`src/rtl/mult_share_pkg.sv`:
```
// Shared types and helpers for the multiplier-sharing controller and its tag FIFO.
// Latency: none, declarations and pure functions only.
// Backpressure: not applicable.
package mult_share_pkg;

    localparam int LAT_DEF = 8;

    // Tag layout is {requester index, result sign}.
    function automatic int tag_width(input int nreq);
        return $clog2(nreq) + 1;
    endfunction

    typedef struct packed {
        logic       neg;
        logic [7:0] mag_a;
        logic [7:0] mag_b;
    } sm_op_t;

    // -128 negates to itself, which is exactly the 8'h80 magnitude the multiplier expects.
    function automatic logic [7:0] to_mag(input logic [7:0] x, input logic sgn);
        return (sgn && x[7]) ? (~x + 8'd1) : x;
    endfunction

    function automatic sm_op_t to_sm(input logic [7:0] a, input logic [7:0] b, input logic sgn);
        sm_op_t r;
        r.mag_a = to_mag(a, sgn);
        r.mag_b = to_mag(b, sgn);
        r.neg   = sgn && (a[7] ^ b[7]) && (|r.mag_a) && (|r.mag_b);
        return r;
    endfunction

endpackage

```
`src/rtl/mult_share_ctrl_if.sv`:
```
// Issue/return bus between the sharing controller and the shared pipelined multiplier.
// Latency: wires only.
// Backpressure: none on this bus; the controller bounds in-flight issues itself.
interface mult_share_ctrl_if;
    logic        mult_en;
    logic [7:0]  mult_a;
    logic [7:0]  mult_b;
    logic [15:0] mult_result;
    logic        mult_rdy;

    modport master (output mult_en, output mult_a, output mult_b,
                    input  mult_result, input mult_rdy);
    modport slave  (input  mult_en, input mult_a, input mult_b,
                    output mult_result, output mult_rdy);
endinterface

```
`src/rtl/mult_tag_fifo.sv`:
```
// Synchronous FIFO with first-word fall-through read and occupancy count.
// Latency: written entry visible on pop_dat the cycle after push.
// Backpressure: push ignored when full unless a pop happens the same cycle.
module mult_tag_fifo #(
    parameter int WIDTH = 4,
    parameter int DEPTH = 8
) (
    input  logic                           clk,
    input  logic                           rst_n,
    input  logic                           push,
    input  logic [WIDTH-1:0]               push_dat,
    input  logic                           pop,
    output logic [WIDTH-1:0]               pop_dat,
    output logic                           full,
    output logic                           empty,
    output logic [$clog2(DEPTH+1)-1:0]     count
);
    localparam int PTR_W = (DEPTH > 1) ? $clog2(DEPTH) : 1;
    localparam int CNT_W = $clog2(DEPTH+1);

    logic [WIDTH-1:0] mem [DEPTH];
    logic [PTR_W-1:0] wr_ptr;
    logic [PTR_W-1:0] rd_ptr;
    logic             do_push;
    logic             do_pop;

    assign full    = (count == CNT_W'(DEPTH));
    assign empty   = (count == '0);
    assign do_pop  = pop && !empty;
    assign do_push = push && (!full || do_pop);
    assign pop_dat = mem[rd_ptr];

    always_ff @(posedge clk or negedge rst_n) begin
        if (!rst_n) begin
            wr_ptr <= '0;
            rd_ptr <= '0;
            count  <= '0;
        end else begin
            if (do_push) wr_ptr <= (wr_ptr == PTR_W'(DEPTH-1)) ? '0 : wr_ptr + 1'b1;
            if (do_pop)  rd_ptr <= (rd_ptr == PTR_W'(DEPTH-1)) ? '0 : rd_ptr + 1'b1;
            case ({do_push, do_pop})
                2'b10:   count <= count + 1'b1;
                2'b01:   count <= count - 1'b1;
                default: count <= count;
            endcase
        end
    end

    always_ff @(posedge clk) begin
        if (do_push) mem[wr_ptr] <= push_dat;
    end

endmodule

```
`src/rtl/mult_share_ctrl.sv`:
```
// Round-robin sharing of one pipelined 8x8 multiplier among NREQ requesters, sign-magnitude wrapped.
// Latency: gnt same cycle as req, multiplier issue one cycle later; response one cycle after mult_rdy.
// Backpressure: grants stall while LAT ops are in flight, unless a result returns that same cycle.
module mult_share_ctrl import mult_share_pkg::*; #(
    parameter int NREQ   = 4,
    parameter int LAT    = LAT_DEF,
    parameter int SIGNED = 1
) (
    input  logic                 clk,
    input  logic                 rst_n,
    input  logic [NREQ-1:0]      req,
    input  logic [8*NREQ-1:0]    op_a,
    input  logic [8*NREQ-1:0]    op_b,
    output logic [NREQ-1:0]      gnt,
    mult_share_ctrl_if.master    mul,
    output logic [NREQ-1:0]      resp_valid,
    output logic [15:0]          resp_data,
    output logic                 busy,
    output logic                 err
);
    localparam int   IDX_W = $clog2(NREQ);
    localparam int   TAG_W = tag_width(NREQ);
    localparam int   CNT_W = $clog2(LAT+1);
    localparam logic SGN   = (SIGNED != 0);

    logic [7:0]       opa_arr [NREQ];
    logic [7:0]       opb_arr [NREQ];
    logic [IDX_W-1:0] rr_ptr;
    logic [IDX_W-1:0] winner;
    logic [IDX_W-1:0] next_ptr;
    logic [IDX_W-1:0] cand;
    logic [IDX_W:0]   cand_w;
    logic             found;
    logic [7:0]       sel_a;
    logic [7:0]       sel_b;
    sm_op_t           sm;
    logic             issue;
    logic             pop;
    logic [TAG_W-1:0] push_tag;
    logic [TAG_W-1:0] rd_tag;
    logic             fifo_full;
    logic             fifo_empty;
    logic [CNT_W-1:0] fifo_count;

    always_comb begin
        for (int k = 0; k < NREQ; k++) begin
            opa_arr[k] = op_a[8*k +: 8];
            opb_arr[k] = op_b[8*k +: 8];
        end
    end

    // Cyclic search starting at rr_ptr; first hit wins.
    always_comb begin
        found  = 1'b0;
        winner = '0;
        sel_a  = '0;
        sel_b  = '0;
        cand_w = '0;
        cand   = '0;
        for (int i = 0; i < NREQ; i++) begin
            cand_w = {1'b0, rr_ptr} + (IDX_W+1)'(i);
            if (cand_w >= (IDX_W+1)'(NREQ)) cand_w = cand_w - (IDX_W+1)'(NREQ);
            cand = cand_w[IDX_W-1:0];
            if (!found && req[cand]) begin
                found  = 1'b1;
                winner = cand;
                sel_a  = opa_arr[cand];
                sel_b  = opb_arr[cand];
            end
        end
    end

    assign next_ptr = (winner == IDX_W'(NREQ-1)) ? '0 : winner + 1'b1;
    assign sm       = to_sm(sel_a, sel_b, SGN);
    assign pop      = mul.mult_rdy && !fifo_empty;
    // Gated by rst_n so gnt drops immediately on asynchronous reset.
    assign issue    = rst_n && found && (!fifo_full || pop);
    assign gnt      = issue ? (NREQ'(1) << winner) : '0;
    assign push_tag = {winner, sm.neg};
    assign busy     = (fifo_count != '0) || mul.mult_en;

    mult_tag_fifo #(
        .WIDTH (TAG_W),
        .DEPTH (LAT)
    ) u_tag_fifo (
        .clk      (clk),
        .rst_n    (rst_n),
        .push     (issue),
        .push_dat (push_tag),
        .pop      (pop),
        .pop_dat  (rd_tag),
        .full     (fifo_full),
        .empty    (fifo_empty),
        .count    (fifo_count)
    );

    always_ff @(posedge clk or negedge rst_n) begin
        if (!rst_n) begin
            rr_ptr      <= '0;
            mul.mult_en <= 1'b0;
            mul.mult_a  <= '0;
            mul.mult_b  <= '0;
            resp_valid  <= '0;
            resp_data   <= '0;
            err         <= 1'b0;
        end else begin
            mul.mult_en <= issue;
            if (issue) begin
                mul.mult_a <= sm.mag_a;
                mul.mult_b <= sm.mag_b;
                rr_ptr     <= next_ptr;
            end
            resp_valid <= '0;
            if (mul.mult_rdy) begin
                if (!fifo_empty) begin
                    resp_valid <= NREQ'(1) << rd_tag[TAG_W-1:1];
                    resp_data  <= rd_tag[0] ? (~mul.mult_result + 16'd1) : mul.mult_result;
                end else begin
                    err <= 1'b1;
                end
            end
        end
    end

endmodule

```
`src/flat_wrapper.sv`:
```
// flat-port wrapper written by rule: the top's interface ports become plain ports
module mult_share_ctrl_flat import mult_share_pkg::*;
#(
    parameter int NREQ   = 4,
    parameter int LAT    = LAT_DEF,
    parameter int SIGNED = 1
)
  (clk, rst_n, req, op_a, op_b, gnt, resp_valid, resp_data, busy, err, mul_mult_en, mul_mult_a, mul_mult_b, mul_mult_result, mul_mult_rdy);
  mult_share_ctrl_if mul_i ();
  input  logic clk;
  input  logic rst_n;
  input  logic [NREQ-1:0] req;
  input  logic [8*NREQ-1:0] op_a;
  input  logic [8*NREQ-1:0] op_b;
  output logic [NREQ-1:0] gnt;
  output logic [NREQ-1:0] resp_valid;
  output logic [15:0] resp_data;
  output logic busy;
  output logic err;
  output wire logic [$bits(mul_i.mult_en)-1:0] mul_mult_en;
  output wire logic [$bits(mul_i.mult_a)-1:0] mul_mult_a;
  output wire logic [$bits(mul_i.mult_b)-1:0] mul_mult_b;
  input wire logic [$bits(mul_i.mult_result)-1:0] mul_mult_result;
  input wire logic [$bits(mul_i.mult_rdy)-1:0] mul_mult_rdy;
  assign mul_mult_en = mul_i.mult_en;
  assign mul_mult_a = mul_i.mult_a;
  assign mul_mult_b = mul_i.mult_b;
  assign mul_i.mult_result = mul_mult_result;
  assign mul_i.mult_rdy = mul_mult_rdy;
  mult_share_ctrl #(.NREQ(NREQ), .LAT(LAT), .SIGNED(SIGNED)) u_core (.clk(clk), .rst_n(rst_n), .req(req), .op_a(op_a), .op_b(op_b), .gnt(gnt), .mul(mul_i), .resp_valid(resp_valid), .resp_data(resp_data), .busy(busy), .err(err));
endmodule
```
`config.mk`:
```
export PLATFORM = sky130hd
export DESIGN_NAME = mult_share_ctrl_flat
export DESIGN_NICKNAME = d
export VERILOG_FILES = /design/src/rtl/mult_share_pkg.sv /design/src/rtl/mult_share_ctrl_if.sv /design/src/rtl/mult_tag_fifo.sv /design/src/rtl/mult_share_ctrl.sv /design/src/flat_wrapper.sv
export SDC_FILE = /design/constraint.sdc
export NUM_CORES = 1
export LEC_CHECK = 0
export BUFFER_PORTS_ARGS = -buffer_cell sky130_fd_sc_hd__buf_2
export CORE_MARGIN = 10
export CORE_UTILIZATION = 32
export CTS_BUF_LIST = sky130_fd_sc_hd__clkbuf_8
export CTS_CLUSTER_DIAMETER = 60
export DETAILED_ROUTE_END_ITERATION = 10
export GPL_TIMING_DRIVEN = 0
export PLACE_DENSITY = 0.49
export SLEW_MARGIN = 20
export SYNTH_ARGS = -nofsm -noshare
export SYNTH_HDL_FRONTEND = slang
export SYNTH_HIERARCHICAL = 1
export SYNTH_SLANG_ARGS = --single-unit
```
`constraint.sdc`:
```
create_clock -name clk -period 5.85 [get_ports clk]
set_clock_uncertainty 0.15 [all_clocks]
set_input_delay 1.17 -clock clk [delete_from_list [all_inputs] [get_ports clk]]
set_output_delay 1.17 -clock clk [all_outputs]
set_load 0.01 [all_outputs]
```
Yosys cells after proc, flatten, opt, wreduce, memory -nomap -nowiden --
Memories as Yosys holds them, arrays and structs flattened. Cells that the tools add are included.
Storage, ports and cells: bits in registers 50, memory bits (writable) 24, input port bits 87, output and inout port bits 43, word-level logic and storage cells 144, memories kept 1
Memories:
- u_core.u_tag_fifo.mem | depth 8, width 3, read ports 1, clocked after memory_dff 0, write ports 1, line mult_tag_fifo.sv:21 | logic [WIDTH-1:0] mem [DEPTH];
Cells by class: add/subtract/negate cells 15, $lt $le $gt $ge 12, eq/ne operators 6, shift operators 2, mux-type cells 64, bitwise logic cells 9, reductions and logical operators 25
Operators with widths (number):
- 8-bit 2-to-1 mux | 26
- 8-bit binary-select mux with 2-bit select | 8
- 3-bit greater-or-equal comparator (second input constant) | 7
- 2-bit 2-to-1 mux | 9
- 16-bit by 1-bit adder with 16-bit output (second input constant) | 1
- 8-bit by 1-bit adder with 8-bit output (second input constant) | 2
- 16-bit 2-to-1 mux | 1
- 16-bit NOT | 1
- 8-bit NOT | 2
- 8-bit OR reduction | 2
- 2-bit by 3-bit less-than comparator with 1-bit output (second input constant) | 4
- 4-bit 2-to-1 mux | 3
- 2-bit NOT with 3-bit output | 4
- 1-bit logical AND | 10
- 1-bit 2-to-1 mux | 10
- 1-bit binary-select mux with 2-bit select | 4
- 4-bit one-hot mux with 2 select lines | 1
- 1-bit by 2-bit left shift with 4-bit output (first input constant) | 2
- 2-bit by 1-bit subtractor with 2-bit output (second input constant) | 4
- 2-bit by 2-bit adder with 3-bit output (second input constant) | 2
- 3-bit by 1-bit adder with 3-bit output (second input constant) | 2
- 3-bit == test (second input constant) | 2
- 3-bit 2-to-1 mux | 2
- 1-bit logical NOT | 5
- 15 further kinds | 19

Depth between registers and ports, before layout --
Gate-level depths: netlist (run 1).
depth after elaboration 20, mapped depth 15, depth with buffers taken out 12

By module --
Netlist (run 1), hierarchy kept.
Modules (own cells, without submodules):
- mult_share_ctrl | times used 1, cells an instance 556, area an instance 4715.8 um^2, sequential area each 1001.0 um^2
- mult_tag_fifo | times used 1, cells an instance 104, area an instance 1630.3 um^2, sequential area each 970.9 um^2

Worst setup path after synthesis (run 1) --
No wires, ideal clock.
path type input port to flip-flop, start point input port req[0], end point register u_core.u_tag_fifo.count[3], library setup time 134 ps, arrival time 3841 ps, required time 5566 ps, slack 1725 ps, stages 11, path buffers 2, path through buf_4 > clkbuf_1 > or4_1 > nand3_1 > inv_1 > o21ai_4 > ha_1 > ha_1 > or4b_2 > o311ai_0 > o211ai_1
On the way: cells in the longest elaborated chain, start to end 17, elaborated cells on any way between the ends 25, classes of those cells eq/ne (2); mux (13); reduce/logical (10)
Ends and longest elaborated chain:
- start, declared | line flat_wrapper.sv:12 | input logic [NREQ-1:0] req;
- 1-bit binary-select mux with 2-bit select | line mult_share_ctrl.sv:64 | if (!found && req[cand]) begin
- 1-bit 2-to-1 mux (not written as such) | line mult_share_ctrl.sv:64
- 1-bit 2-to-1 mux | line mult_share_ctrl.sv:64
- 1-bit logical NOT | line mult_share_ctrl.sv:64
- 1-bit logical AND | line mult_share_ctrl.sv:64
- 1-bit 2-to-1 mux | line mult_share_ctrl.sv:64
- 1-bit logical NOT | line mult_share_ctrl.sv:64
- 1-bit logical AND | line mult_share_ctrl.sv:64
- 1-bit 2-to-1 mux | line mult_share_ctrl.sv:64
- 1-bit logical NOT | line mult_share_ctrl.sv:64
- 1-bit logical AND | line mult_share_ctrl.sv:64
- 1-bit 2-to-1 mux * | line mult_share_ctrl.sv:64
- 1-bit logical AND * (2 in a row) | line mult_share_ctrl.sv:77 | assign issue = rst_n && found && (!fifo_full || pop);
- named net u_core.issue | line mult_share_ctrl.sv:37 | logic issue;
- 1-bit logical AND * | line mult_tag_fifo.sv:30 | assign do_push = push && (!full || do_pop);
- 2-bit by 1-bit == test with 1-bit output or 2-bit == test (tied branches) | line mult_tag_fifo.sv:41 | case ({do_push, do_pop})
- 4-bit one-hot mux with 2 select lines or 2-bit nonzero test (tied branches)
- end signal, assigned | line mult_tag_fifo.sv:42 | 2'b10: count <= count + 1'b1;
- end signal, assigned | line mult_tag_fifo.sv:43 | 2'b01: count <= count - 1'b1;
- end signal, assigned | line mult_tag_fifo.sv:44 | default: count <= count;
- end, declared | line mult_tag_fifo.sv:16 | output logic [$clog2(DEPTH+1)-1:0] count
The timed path passes the listed nets; every way through them passes the cells marked *. The select of a mux whose other input is x is not followed. A chain may end at the register's enable or synchronous reset.

Final worst setup path (run 1) --
start point register u_core.rr_ptr[1], end point output port gnt[2]
On the way: elaborated cells on any way between the ends 41, classes of those cells add/sub (7); order compare (4); shift (1); mux (21); reduce/logical (8)
RTL lines:
- start, declared | line mult_share_ctrl.sv:28 | logic [IDX_W-1:0] rr_ptr;
- start signal, assigned | line mult_share_ctrl.sv:111 | rr_ptr <= next_ptr;
- branches (longest 13 deep; another with 2-bit by 1-bit adder with 3-bit output)
- 2-bit 2-to-1 mux * | line mult_share_ctrl.sv:64
- named net u_core.push_tag[1] | line mult_share_ctrl.sv:39 | logic [TAG_W-1:0] push_tag;
- 1-bit by 2-bit left shift with 4-bit output * | line mult_share_ctrl.sv:78 | assign gnt = issue ? (NREQ'(1) << winner) : '0;
- 4-bit 2-to-1 mux * | line mult_share_ctrl.sv:78
- end, declared | line flat_wrapper.sv:15 | output logic [NREQ-1:0] gnt;
Mark *: on every way through the listed nets, which the timed path passes. The select of a mux whose other input is x is not followed.

==> results by group, run 1 <==
Status
  – Status: completed

Cells and area
  – Multi-input logic area: 4050 um^2
  – Nets: 901
  – FILL cells: 2015
  – Area Growth Syn to Fin: 18.3%
  – Share of layout cells above drive strength 1: 30.3%
  – Fin cells: 1069
  – Antenna diodes: 0
  – Register area: 1970 um^2

Synthesis
  – Post-synthesis sequential area ratio: 31.1%
  – Mapped Area: 6350 um^2
  – Synth Net Count: 762
  – Post-synth top flop: dfrtp_1
  – Number of flops mapped to enable cells by yosys: 24
  – Post-Syn Instances: 660
  – Synth warn: 6
  – Dominant cell type by area after synthesis: dfrtp_1
  – Synth async-reset ratio: 67.6%
  – Post-synthesis cell type count: 83
  – Syn Area/Cell: 9.62 um^2
  – Area contributors post-synth: dfrtp_1 (20%), edfxtp_1 (11%), mux2i_1 (6.0%)
  – Top-area cell type share of the netlist area: 19.7%
  – Seq cells post-synth: 74

Min path
  – HP Class: reg -> reg
  – Cell depth of the worst hold path: 1
  – Hold Path Sink: u_core/err
  – Hold_sp: u_core/err

Detailed routing
  – DR WL/cell: 20.6 um
  – Via count: 5985
  – Drt drc: 0
  – Iter 0 DRT Violations: 631
  – Vias/cell: 5.60
  – Final wirelength: 22100 um
  – Drt pass-1 iters: 5
  – Routed Antenna Nets: 0

GRT
  – GRT Total Usage: 16.4%
  – Initial antenna violation count: 0
  – Largest net degree at the start of global routing: 52
  – First-pass GRT wire length: 34400 um
  – GR Overflow Total: 0
  – Vias in the first global route: 6163

Clock network
  – H-Tree Depth: 3
  – Clk sink count: 74
  – Setup Fix Bufs, Post-CTS: 0
  – Clock root cell: clkbuf_8
  – Post-CTS Hold Buffers: 0
  – Clock buffer depth: 2
  – Clk slew on worst S/H paths: 0.08 ns
  – Num CTS Buffers: 9
  – Worst-Skew Late Latency: 0.35 ns
  – Post-CTS Resized: 0
  – CTS tree: done

Floorplan
  – Die area: 25900 um^2
  – Core Box Area: 19500 um^2
  – Initial core utilization: 32.6%
  – Chip height: 161 um
  – IO Pins: 130
  – Die width: 161 um
  – Row cnt: 51

Setup path
  – Crit end category: output port
  – CP arrival: 4.16 ns
  – RR Endpoint: u_core/u_tag_fifo/count[3]
  – Crit-path max FO: 12
  – R2R Path Start: u_core/u_tag_fifo/count[0]
  – Critical Setup Path Class: reg -> out
  – R2R cell count: 13
  – Critical Path RT: 4.53 ns
  – Worst reg2reg setup slack: 1.56 ns
  – Startpoint class of the critical path: flop

Placement
  – Placed cells: 1053
  – Worst slack at placement: 0.716 ns
  – Routability Congestion: 0.897
  – DP HPWL: 17200 um
  – Port bufs: 128

Power
  – Sequential share of power: 22.4%
  – Sw frac: 47.2%
  – Clock Power Share: 9.3%
  – Switching pwr: 1.91 mW
  – Final Power: 4.05 mW
  – VDD IR max: 0.000157 V
  – P per Cell Area: 539 nW/um^2
  – Internal power: 2.14 mW
  – Lkg Pwr: 3.14 nW
  – Comb power frac: 68.3%

Timing
  – Tightest Pin Transition: 0.963 ns
  – Final worst slack: 0.374 ns
  – Final worst-path cycle share: 93.6%
  – Slew HR: 35.5%
  – Fmax: 0.183 GHz
  – Final Max Slew Viols: 0
  – Final Hold Viols: 0
  – Period minus WS final: 5.48 ns
  – RSZ-0062 raised after global routing: false
  – Setup_tns: 0 ns
  – Setup Viol. Count Final: 0

Job
  – Max-Cap Viols: 0
metal layers:
metal  track usage (%)  wire [um]  up-vias
li1                  -          -     2786
met1              20.3       9550     2898
met2              27.6      10500      260
met3              3.68       1530       41
met4              5.79        527        0
met5                 0          0        -
worst max-delay path by stage:
stage               slack [ns]                         end        startpoint
global placement          0.57  u_core/u_tag_fifo/count[3]             rst_n
floorplan                 1.73  u_core/u_tag_fifo/count[3]            req[0]
detailed placement        0.72                      gnt[2]  u_core/rr_ptr[1]
CTS                       0.29                      gnt[2]  u_core/rr_ptr[1]
global route              0.05                      gnt[2]  u_core/rr_ptr[1]
finish                    0.37                      gnt[2]  u_core/rr_ptr[1]
area by class of cell:
type                            count  area share, %
Clock buffer                        9           1.65
Tap cell                          265           4.42
Clock inverter                      7          0.833
Buffer                             46           3.35
Sequential cell                    74           26.3
Timing Repair Buffer              128           8.57
Inverter                           20           1.00
Multi-Input combinational cell    520           53.9
power by group through the flow:
stage / Clock (mW) / Combinational (mW) / Sequential [mW]
finish: 0.377 / 2.77 / 0.906
floorplan: 0 / 1.95 / 0.948
detailed placement: 0 / 2.76 / 0.921
global route: 0.412 / 3.03 / 0.936
global placement: 0 / 2.70 / 0.912
CTS: 0.392 / 2.77 / 0.911
cells in the mapped netlist, drive strengths merged, types with 7 or more instances:
cell    instances
and2            8
nand2          73
nor4            7
inv            20
buf            27
mux2i          39
a211oi         10
nand2b          8
nand3          14
mux2           34
xnor2          14
clkbuf         19
o211ai         29
dfrtp          50
xor2           15
o21ai          50
ha             14
nor3           15
mux4           17
o221ai         10
edfxtp         24
a21oi          36
nor3b          11
nor2           22
kinds of logic (layout without fill, tap and decap cells):
| kind of cell | after synthesis | count (layout) | share of synthesized area, % |
|---|---|---|---|
| AO/OA/AOI/OAI | 197 | 197 | 21.9 |
| XOR/XNOR | 29 | 29 | 4.00 |
| flip-flops | 74 | 74 | 31.1 |
| adder cells (fa/ha/maj) | 15 | 15 | 3.08 |
| buffers and inverters | 66 | 210 | 5.15 |
| multiplexers | 90 | 90 | 18.7 |
| AND/OR/NAND/NOR | 189 | 189 | 16.1 |
critical path, stage by stage (launching register included):
cell and delay (ns):
dfrtp_1 0.37, buf_2 0.28, buf_2 0.34, buf_2 0.32
clkbuf_1 0.46, buf_1 0.43, o22ai_1 0.14, a21oi_1 0.75
inv_1 0.17, ha_1 0.25, and2_1 0.13, buf_2 0.14
stage by stage:
stage                     area, um^2  hold WS (ns)  utilization [%]
after global placement          7320         0.282             37.6
after floorplan                 6350         0.343                -
after CTS                       7510         0.330             38.6
after detailed placement        7320         0.315             37.6
final                           7510         0.315             38.6
after global routing            7510         0.331             38.6
sequential cells by signal, summed over array words and instances (netlist names):
register                  count
u_core/u_tag_fifo/mem        24
u_core/resp_data             16
u_core/mul.mult_a             8
u_core/mul.mult_b             8
u_core/resp_valid             4
u_core/u_tag_fifo/count       4
u_core/u_tag_fifo/rd_ptr      3
u_core/u_tag_fifo/wr_ptr      3
u_core/rr_ptr                 2
u_core/err                    1
u_core/mul.mult_en            1
cells in the final DEF, fill, tap and decap left out, types with 8 or more instances in the layout:
| cell | n |
|---|---|
| mux2_2 | 30 |
| mux2i_1 | 38 |
| nor2_1 | 22 |
| xor2_1 | 15 |
| o21ai_0 | 41 |
| o211ai_1 | 28 |
| nand2b_1 | 8 |
| nor3b_1 | 8 |
| nand3_1 | 14 |
| xnor2_1 | 14 |
| a211oi_1 | 8 |
| clkbuf_8 | 9 |
| nor3_1 | 15 |
| inv_1 | 22 |
| buf_2 | 142 |
| edfxtp_1 | 24 |
| clkbuf_1 | 19 |
| nand2_1 | 72 |
| o221ai_1 | 9 |
| dfrtp_1 | 50 |
| mux4_2 | 16 |
| a21oi_1 | 36 |
| ha_1 | 14 |
Power figures use the tool's default switching activity.
==> run 2, diff against run 1 <==
--- a/config.mk
+++ b/config.mk
@@ -5,6 +5,7 @@
 export SDC_FILE = /design/constraint.sdc
 export NUM_CORES = 1
 export LEC_CHECK = 0
+export ABC_AREA = 1
 export BUFFER_PORTS_ARGS = -buffer_cell sky130_fd_sc_hd__buf_2
 export CORE_MARGIN = 10
 export CORE_UTILIZATION = 32
@@ -13,7 +14,7 @@
 export DETAILED_ROUTE_END_ITERATION = 10
 export GPL_TIMING_DRIVEN = 0
 export PLACE_DENSITY = 0.49
-export SLEW_MARGIN = 20
+export SLEW_MARGIN = 30
 export SYNTH_ARGS = -nofsm -noshare
 export SYNTH_HDL_FRONTEND = slang
 export SYNTH_HIERARCHICAL = 1
==> results by group, run 2 <==
Setup path
  – R2R Path Start: u_core/u_tag_fifo/count[3]
  – Crit-path max FO: 10
  – Critical Setup Path Class: in -> out
  – Critical Path RT: 4.53 ns
  – Crit end category: output port
  – CP arrival: 3.41 ns
  – Startpoint class of the critical path: primary input
  – Critical path's slowest cell: inv_1
  – CP max stage delay: 0.32 ns
  – Crit path launch: req[1]
  – Crit path cell chain: buf_2 > inv_1 > nand2_1 > nand3_1 > nand2_4 > inv_2 > nand3_4 > nand3_1 > o21ai_0 > inv_1 > ha_1 > inv_1 > nor2_1 > buf_2
  – Crit-path most repeated cell: inv_1

Timing
  – Final worst-path cycle share: 80.8%
  – Tightest Pin Transition: 0.723 ns
  – Final Max Slew Viols: 0
  – Setup Viol. Count Final: 0
  – Slew HR: 51.8%
  – Final worst slack: 1.12 ns
  – Period minus WS final: 4.73 ns
  – Setup_tns: 0 ns
  – Hold Slack: 0.307 ns
  – Final Hold Viols: 0
  – Fmax: 0.211 GHz
  – RSZ-0062 raised after global routing: false

Detailed routing
  – Final wirelength: 20400 um
  – Drt pass-1 iters: 5
  – Routed Antenna Nets: 0
  – DR WL/cell: 14.5 um
  – Iter 0 DRT Violations: 321
  – Via count: 6514
  – Drt drc: 0
  – Vias/cell: 4.63

Synthesis
  – Post-synth top flop: dfrtp_1
  – Seq cells post-synth: 74
  – Post-synthesis sequential area ratio: 30.6%
  – Number of flops mapped to enable cells by yosys: 24
  – Post-Syn Instances: 996
  – Area contributors post-synth: nand2_1 (24%), dfrtp_1 (19%), edfxtp_1 (11%)
  – Synth async-reset ratio: 67.6%
  – Top-count cell post-synth: nand2_1
  – Mapped Area: 6440 um^2
  – Dominant cell type by area after synthesis: nand2_1
  – Synth Net Count: 1098
  – Top-area cell type share of the netlist area: 23.7%
  – Post-synthesis cell type count: 48
  – Syn Area/Cell: 6.46 um^2
  – Synth top cells by count: nand2_1 (407), o21ai_0 (127), inv_1 (90)
  – Synth warn: 6

Clock network
  – Clock root cell: clkbuf_8
  – CTS tree: done
  – Worst-Skew Late Latency: 0.35 ns
  – Clock buffer depth: 2
  – Post-CTS Hold Buffers: 0
  – Post-CTS Resized: 0
  – H-Tree Depth: 3
  – Clk sink count: 74
  – Num CTS Buffers: 9
  – Setup Fix Bufs, Post-CTS: 0
  – Clk slew on worst S/H paths: 0.08 ns

GRT
  – Met1 usage: 19.7%
  – Vias in the first global route: 6614
  – GRT met2 Usage: 26.9%
  – First-pass GRT wire length: 33900 um
  – GR Overflow Total: 0
  – Largest net degree at the start of global routing: 52
  – GRT Total Usage: 15.5%
  – GR met3 Demand/Resource: 2.68%
  – Gr busiest metal: met2
  – Initial antenna violation count: 0

Floorplan
  – Row cnt: 51
  – Die width: 162 um
  – Initial core utilization: 32.8%
  – Chip height: 162 um
  – Die area: 26200 um^2
  – Core Box Area: 19700 um^2
  – IO Pins: 130

Cells and area
  – Commonest cells after routing, fill and taps aside: nand2_1 (407), buf_2 (143), o21ai_0 (127)
  – Commonest non-fill, non-tap cell in the layout: nand2_1
  – Area Growth Syn to Fin: 19.0%
  – Fin area: 7660 um^2
  – Nets: 1238
  – Largest Register: u_core/u_tag_fifo/mem
  – Share of layout cells above drive strength 1: 20.8%
  – Number of flip-flops in the largest register: 24
  – FILL cells: 2276
  – Biggest regs: u_core/u_tag_fifo/mem (24), u_core/resp_data (16)
  – Antenna diodes: 0

Placement
  – Port bufs: 129
  – Post-DP Area: 7420 um^2
  – DP HPWL: 16500 um
  – Worst slack at placement: 1.05 ns
  – Routability Congestion: 0.846

Min path
  – Hold_sp: u_core/err
  – HP Class: reg -> reg

Power
  – P per Cell Area: 702 nW/um^2
  – Lkg Pwr: 4.01 nW
  – VDD IR max: 0.000187 V

Status
  – Status: completed

Job
  – Max-Cap Viols: 0
==> run 2: cells by family (layout without fill, tap and decap cells) <==
logic type / Yosys count / count (layout) / share of synthesized area (%)
flip-flops: 74 / 74 / 30.6
adder cells (fa/ha/maj): 15 / 15 / 3.03
multiplexers: 2 / 2 / 0.311
XOR/XNOR: 19 / 19 / 2.58
buffers and inverters: 151 / 296 / 11.5
AO/OA/AOI/OAI: 160 / 160 / 13.2
AND/OR/NAND/NOR: 575 / 575 / 38.7
==> run 2: through the flow <==
stage	utilization [%]	total power [mW]	std cells
detailed placement	37.7	4.93	1390
global route	39.0	6.03	1406
floorplan	-	3.81	996
finish	39.0	5.38	1406
CTS	39.0	5.43	1406
global placement	37.7	4.91	1390
==> run 2: critical path, delay by kind of cell <==
family | cells | cell delay [ns]
adders and majority gates | 1 | 0.20
and+or+nand+nor | 6 | 0.86
AOI/OAI and AO/OA | 1 | 0.19
buffers and inverters | 6 | 0.98
==> run 2: metal layers <==
metal	vias up	wire (um)	part of all wire, %
li1	3450	-	-
met1	2914	9280	46
met5	-	0	0
met3	13	870	4.3
met4	0	215	1.1
met2	137	9990	49
==> run 2: final cells by class <==
cell class | count | area [um^2] | share of cell area, %
Tap cell | 265 | 332 | 4.33
Multi-Input combinational cell | 771 | 3720 | 48.6
Sequential cell | 74 | 1970 | 25.7
Timing Repair Buffer | 129 | 648 | 8.46
Buffer | 47 | 345 | 4.51
Clock inverter | 6 | 105 | 1.37
Clock buffer | 10 | 138 | 1.80
Inverter | 104 | 397 | 5.18
==> run 2: final timing paths <==
check                                              endpoint  slack (ns)  depth (start not counted)
worst min-delay path                             u_core/err        0.31                          1
min in group asynchronous        u_core/u_tag_fifo/count[1]        0.68                          1
worst max register to register   u_core/u_tag_fifo/count[3]        1.68                         18
max in group asynchronous       u_core/u_tag_fifo/rd_ptr[1]        4.38                          1
worst min register to register                   u_core/err        0.31                          1
worst max-delay path                                 gnt[1]        1.12                         14
==> run 2: where the power goes <==
group | switching (mW) | total (mW) | internal (mW) | leakage (nW)
registers | 0.131 | 0.977 | 0.845 | 0.834
logic | 2.61 | 3.92 | 1.31 | 3.05
clock network | 0.188 | 0.481 | 0.293 | 0.128
total | 2.93 | 5.38 | 2.45 | 4.01
